### src/rtl/fifo_grace.sv
// First-word fall-through FIFO whose full flag drops GRACE_PERIOD entries early,
// so writes still in flight from registered producers land in the reserve.
module fifo_grace #(
    parameter int DATA_WIDTH   = 32,
    parameter int ADDR_WIDTH   = 5,
    parameter int DEPTH        = 32,
    parameter int GRACE_PERIOD = 2
) (
    input  logic                  clk,
    input  logic                  reset,
    output logic                  if_full_n,
    input  logic                  if_write_ce,
    input  logic                  if_write,
    input  logic [DATA_WIDTH-1:0] if_din,
    output logic                  if_empty_n,
    input  logic                  if_read_ce,
    input  logic                  if_read,
    output logic [DATA_WIDTH-1:0] if_dout,
    output logic [ADDR_WIDTH:0]   if_count,
    output logic                  if_overflow
);

    localparam logic [ADDR_WIDTH-1:0] LAST_PTR = ADDR_WIDTH'(DEPTH - 1);
    localparam logic [ADDR_WIDTH:0]   DEPTH_C  = (ADDR_WIDTH + 1)'(DEPTH);
    localparam logic [ADDR_WIDTH:0]   FULL_AT  = (ADDR_WIDTH + 1)'(DEPTH - GRACE_PERIOD);

    logic [DATA_WIDTH-1:0] mem_q [DEPTH];

    logic [ADDR_WIDTH-1:0] wr_ptr_q, wr_ptr_d;
    logic [ADDR_WIDTH-1:0] rd_ptr_q, rd_ptr_d;
    logic [ADDR_WIDTH:0]   count_q, count_d;
    logic                  overflow_q, overflow_d;

    logic not_empty;
    logic wr_req;
    logic rd;
    logic wr;

    assign not_empty = (count_q != '0);
    assign wr_req    = if_write & if_write_ce;
    assign rd        = if_read & if_read_ce & not_empty;
    // A full FIFO still takes a write when the head leaves on the same edge.
    assign wr        = wr_req & ((count_q < DEPTH_C) | rd);

    always_comb begin
        wr_ptr_d   = wr_ptr_q;
        rd_ptr_d   = rd_ptr_q;
        count_d    = count_q;
        overflow_d = overflow_q;

        if (wr) begin
            wr_ptr_d = (wr_ptr_q == LAST_PTR) ? '0 : wr_ptr_q + 1'b1;
        end
        if (rd) begin
            rd_ptr_d = (rd_ptr_q == LAST_PTR) ? '0 : rd_ptr_q + 1'b1;
        end

        unique case ({wr, rd})
            2'b10:   count_d = count_q + 1'b1;
            2'b01:   count_d = count_q - 1'b1;
            default: count_d = count_q;
        endcase

        if (wr_req && !wr) begin
            overflow_d = 1'b1;
        end
    end

    always_ff @(posedge clk) begin
        if (reset) begin
            wr_ptr_q   <= '0;
            rd_ptr_q   <= '0;
            count_q    <= '0;
            overflow_q <= 1'b0;
        end else begin
            wr_ptr_q   <= wr_ptr_d;
            rd_ptr_q   <= rd_ptr_d;
            count_q    <= count_d;
            overflow_q <= overflow_d;
        end
    end

    // Storage carries no reset; the count masks stale contents.
    always_ff @(posedge clk) begin
        if (!reset && wr) begin
            mem_q[wr_ptr_q] <= if_din;
        end
    end

    assign if_empty_n  = not_empty;
    assign if_full_n   = (count_q < FULL_AT);
    assign if_count    = count_q;
    assign if_overflow = overflow_q;
    assign if_dout     = not_empty ? mem_q[rd_ptr_q] : '0;

endmodule

### config.mk
export PLATFORM = sky130hd
export DESIGN_NAME = fifo_grace
export DESIGN_NICKNAME = d
export VERILOG_FILES = /design/src/rtl/fifo_grace.sv
export SDC_FILE = /design/constraint.sdc
export NUM_CORES = 1
export LEC_CHECK = 0
export BUFFER_PORTS_ARGS = -buffer_cell sky130_fd_sc_hd__buf_2
export CAP_MARGIN = 5
export CORE_ASPECT_RATIO = 0.75
export CORE_UTILIZATION = 55
export CTS_BUF_LIST = sky130_fd_sc_hd__clkbuf_4 sky130_fd_sc_hd__clkbuf_8
export CTS_CLUSTER_DIAMETER = 30
export DETAILED_ROUTE_END_ITERATION = 8
export GPL_ROUTABILITY_DRIVEN = 0
export GPL_TIMING_DRIVEN = 0
export PLACE_DENSITY = 0.73
export SETUP_SLACK_MARGIN = 0.2
export SYNTH_ARGS = -nofsm -noshare
export SYNTH_HDL_FRONTEND = slang
export SYNTH_SLANG_ARGS = --single-unit
export TNS_END_PERCENT = 30
### constraint.sdc
create_clock -name clk -period 3.39 [get_ports clk]
set_input_delay 0.339 -clock clk [delete_from_list [all_inputs] [get_ports clk]]
set_output_delay 0.339 -clock clk [all_outputs]
set_load 0.005 [all_outputs]
# --- Word-level counts from Yosys, hierarchy flattened ---
# Memory sizes are Yosys's and may differ from the RTL's. A register that Yosys moved wholly into a read port is not among the register bits.
# Cells that the tools add are included.
word_totals:
  regBits: 17
  ram_bits: 1024
  inputBits: 38
  out_inout_bits: 41
  wordCells: 34
  mem_count: 1
memory_table:
  columns: ["memory", "words", "width", "read_ports", "rd_ports_with_merged_regs", "wr", "line", "source"]
  rows:
  - ["mem_q", 32, 32, 1, 1, 1, "27", "logic [DATA_WIDTH-1:0] mem_q [DEPTH];"]
op_classes:
  add_sub_neg: 4
  n_lt_le_gt_ge: 2
  eq_ne: 4
  mux: 8
  bitwise_logic: 5
  n_reduce_logical: 6
ops:
  columns: ["operator", "n"]
  rows:
  - ["two-way mux 32 bit", 1]
  - ["two-way mux 5 bit", 4]
  - ["case mux 6 bit (2 select lines)", 1]
  - ["adder 5 x 1 -> 5 bit, second input constant", 2]
  - ["equality test 5 bit, second input constant", 2]
  - ["adder 6 x 1 -> 6 bit, second input constant", 1]
  - ["< comparator 6 x 5 -> 1 bit, second input constant", 1]
  - ["< comparator 6 bit, second input constant", 1]
  - ["nonzero test 6 bit", 1]
  - ["subtractor 6 x 1 -> 6 bit, second input constant", 1]
  - ["AND 1 bit", 4]
  - ["equality test 2 x 1 -> 1 bit, second input constant", 1]
  - ["equality test 2 bit, second input constant", 1]
  - ["logical AND 1 bit", 2]
  - ["zero test 1 bit", 2]
  - ["two-way mux 1 bit", 2]
  - ["nonzero test 2 bit", 1]
  - ["bitwise OR 1 bit", 1]

# --- Longest topological paths before layout ---
logic_depth:
  ltp_word: 7
  mapped_depth: 15

# --- Worst setup path before layout ---
# OpenSTA, ideal clock, no wires.
synth_timing:
  kind: "register to register"
  startpoint: "register count_q[1] (netlist: if_count[1])"
  endpoint: "register count_q[4] (netlist: if_count[4])"
  setup_time_ns: 0.132
  arrival_time_ns: 2.876
  path_slack_ns: 0.381
  stages_incl_launch_ff: 16
  period_less_slack_ns: 3.009
  path_cell_list: "dfxtp_1 buf_2 or3_1 nor4_4 inv_1 nand3_1 inv_1 ha_1 buf_2 xor2_1 ha_1 a21oi_1 o21ai_0 a222oi_1 or3_1 a21oi_1"
synth_via:
  elab_chain_len: 6
  word_cells_on_any_way: 11
  cone_classes: "2 x add/sub; 1 x order compare; 2 x eq/ne; 1 x mux; 3 x bitwise; 2 x reduce/logical"
synth_lines:
  columns: ["element", "line", "source"]
  rows:
  - ["start: declaration", "31", "logic [ADDR_WIDTH:0] count_q, count_d;"]
  - ["start signal: assignment", "78", "count_q <= count_d;"]
  - ["nonzero test 6 bit (*)", "39", "assign not_empty = (count_q != '0);"]
  - ["net if_empty_n", "15", "output logic if_empty_n,"]
  - ["AND 1 bit (*)", "41", "assign rd = if_read & if_read_ce & not_empty;"]
  - ["net rd", "36", "logic rd;"]
  - ["bitwise OR 1 bit", "43", "assign wr = wr_req & ((count_q < DEPTH_C) | rd);"]
  - ["AND 1 bit", "43", null]
  - ["equality test 2 x 1 -> 1 bit or equality test 2 bit (tied branches)", "58", "unique case ({wr, rd})"]
  - ["case mux 6 bit (2 select lines) or nonzero test 2 bit (tied branches)", null, null]
# Mark *: on every way through the listed nets, which the timed path passes. The rest lies on a longest branch.
# A chain may end at the register's enable or synchronous reset.

==> results_dict.tcl <==
set metrics [dict create \
    layout_common_cells "1024 x edfxtp_1, 225 x mux4_2, 182 x clkbuf_8" \
    numClockSinks 1046 \
    tightest_slew_ns 1.298 \
    path_buf_inv 4 \
    ant_nets 0 \
    finalHoldViolCount 0 \
    cts_htree_levels 4 \
    drive_above_1_share_pct 40.47 \
    synth-main-ff-cell "edfxtp_1" \
    chipWidth_um 315.4 \
    firstDrtPassIters 7 \
    max_cap_violations 0 \
    grt_max_degree 33 \
    ios 79 \
    p_leak_nw 15.15 \
    critical_path.endpoint "if_dout[0]" \
    fin_area_um2 49110 \
    power.total_mw 27.62 \
    hpwl_um 59700 \
    relSlewSlack_pct 13.49 \
    netlist_area_um2 40520 \
    tritoncts "done" \
    clockBufferDepth 3 \
    drt_iter0_markers 2572 \
    critPathKind "flop to output port" \
    min_period_ns 3.382 \
    portBuffers 77 \
    synth_nets 1874 \
    async_flop_share_pct 0 \
    crit_top_cell "buf_12" \
    via_count 20820 \
    required_ns 3.05 \
    ys_ff_latch 1046 \
    synth-edff-count 1024 \
    setup_tns_ns 0 \
    ys_warn_count 0 \
    r2r_start "if_count[0]$_SDFFE_PP0P_" \
    r2r_end "if_count[4]$_SDFFE_PP0P_" \
    startpoint_type "flop" \
    wl_per_cell_um 30.74 \
    die_y_um 237.1 \
    grt_first_pass_wirelength_um 142900 \
    slew_viol_final 0 \
    ys_seq_area_share_pct 76.97 \
    arrival_ns 3.04 \
    final_common_cell "edfxtp_1" \
    r2r_cells 16 \
    critPathCaptureType "output port" \
    place_area_um2 43000 \
    power.density_nw_per_um2 562.3 \
    hold_class "input pin to flop" \
    ys_types 49 \
    grt_util_all_layers_pct 27.09 \
    numCtsBuffers 166 \
    cp_slowest_cell "a2111oi_4" \
    nets 2183 \
    path_depth 9 \
    root_buffer "clkbuf_8" \
    rows 85 \
    finClkSkew_ns 0.02198 \
    worstPathMaxFanout 8 \
    fmax_ghz 0.2957 \
    outcome "finished, final reports clean" \
    fin_cells 3224 \
    grt_overflow 0 \
    design.die.area_um2 74780 \
    vias_per_cell 6.458 \
    rsz0062_at_grt "yes" \
    core_um2 72320 \
    path_clk_slew_ns 0.07 \
    first_global_vias 21070 \
    drc_errors 0 \
    placedCellCount 2892 \
    setup_viol 0 \
    cp_top_family "compound AO/OA/AOI/OAI gates" \
    area_growth_pct 21.20 \
    cp_cell_sequence "buf_12 > buf_12 > buf_6 > mux4_2 > nand2_2 > a21oi_4 > a221oi_4 > a2111oi_4 > buf_2" \
    grt_antenna_before_repair 1 \
    netlist_instances 1826 \
    whs_ns 0.04615 \
    syn_avg_cell_area_um2 22.19 \
    r2r_slack_ns 0.29 \
    start_util_pct 56.03 \
    critPathMaxStageDelay_ns 0.56 \
    clkLatencyLatePin_ns 0.82 \
    drt-total-wl_um 99100 \
    irDropWorstVdd_mv 0.5312 \
    finalCritPeriodShare_pct 99.75 \
]
[routing by layer]
layer	up-vias	routed length [um]	track usage (%)
met5	-	0	0
met2	1353	46130	40.47
met1	10870	39140	39.16
met4	0	2347	9.384
met3	152	11480	7.050
li1	8448	-	-
[synthesized netlist by cell type (3+ instances only)]
master     count  area (um^2)
edfxtp_1    1024        30750
nand3b_1       5        37.54
buf_6         24        270.3
o21ai_0       20        100.1
buf_2         26        130.1
o22ai_1       20        125.1
or3b_2         3        26.28
or3_1          5        31.28
nand2_1       54        202.7
a2111oi_1     20        200.2
dfxtp_1       22        440.4
nand2b_1       3        18.77
nor3_1         3        15.01
mux2i_1       51        510.5
xor2_1         3        26.28
ha_1          10        125.1
mux4_1        32        840.8
buf_4         10        75.07
a2111oi_0     21        183.9
nand3_1        5        25.02
clkbuf_1      41        153.9
a221oi_1      44        385.4
a221o_1       12        120.1
nor2b_1       23        143.9
a21oi_1       45        225.2
a21o_1         3        22.52
inv_1          5        18.77
mux4_2       212         4775
nor2_1        47        176.4
buf_12         8        160.2
[kinds of logic (layout without fill, tap and decap cells)]
logic type	count (synthesis)	in the layout	synth area share (%)
AO/OA/AOI/OAI	194	194	3.545
XOR/XNOR	4	4	0.08647
adder cells (fa/ha/maj)	10	10	0.3088
buffers and inverters	119	559	2.081
flip-flops	1046	1046	76.97
multiplexers	296	296	15.14
other	0	1	0
AND/OR/NAND/NOR	157	157	1.868
[metrics by stage]
stage | setup slack, ns | util [%]
floorplan | 0.3815 | -
global placement | -1.485 | 58.22
detailed placement | -0.3731 | 59.46
CTS | 0.03059 | 67.49
global route | -0.08623 | 67.91
finish | 0.008391 | 67.91
[worst min path at each step]
stage / from / end / cells past startpoint
6_report: if_din[20] / mem_q[21][20]$_DFFE_PP_ / 1
5_1_grt: if_din[25] / mem_q[22][25]$_DFFE_PP_ / 1
4_1_cts: if_din[25] / mem_q[22][25]$_DFFE_PP_ / 1
3_5_place_dp: if_overflow$_SDFFE_PP0P_ / if_overflow$_SDFFE_PP0P_ / 2
3_3_place_gp: if_overflow$_SDFFE_PP0P_ / if_overflow$_SDFFE_PP0P_ / 2
2_1_floorplan: if_din[0] / mem_q[0][0]$_DFFE_PP_ / 0
[sequential cells by signal, summed over array words and instances (netlist names), named ones only]
register / cells
if_count: 6
if_overflow: 1
mem_q: 1024
rd_ptr_q: 5
wr_ptr_q: 5
[worst register-to-register path, delay by kind of cell (launching register included)]
kind / cells / cell delay, ns
XOR/XNOR: 1 / 0.17
AO/OA/AOI/OAI: 3 / 0.35
adder cells (fa/ha/maj): 2 / 0.35
flip-flops: 1 / 0.40
buffers and inverters: 6 / 0.66
AND/OR/NAND/NOR: 4 / 1.07
[layout make-up]
type	count	area, um^2
fillers	4164	23200
clock inverters	96	933.4
flip-flops and latches	1046	31190
clock buffers	203	2606
plain buffers	113	1321
inverters	6	35.03
diodes	1	2.502
repair buffers	141	1425
well taps	957	1197
multi-input cells	661	10400
[where the power goes]
group	leakage (nW)	internal, mW	switching (mW)
combinational	3.97	0.777	1.17
sequential	9.38	14.2	0.0217
clock	1.80	6.41	5.01
[timing repair]
item,in CTS,in global routing
resized for setup,386,60
setup endpoints to repair,36,43
buffers inserted,10,9
pin swaps,35,36
cloned,4,1
hold buffers,8,0
endpoints found under the hold margin,7,0
No activity file was read; power rests on OpenSTA's default activity.
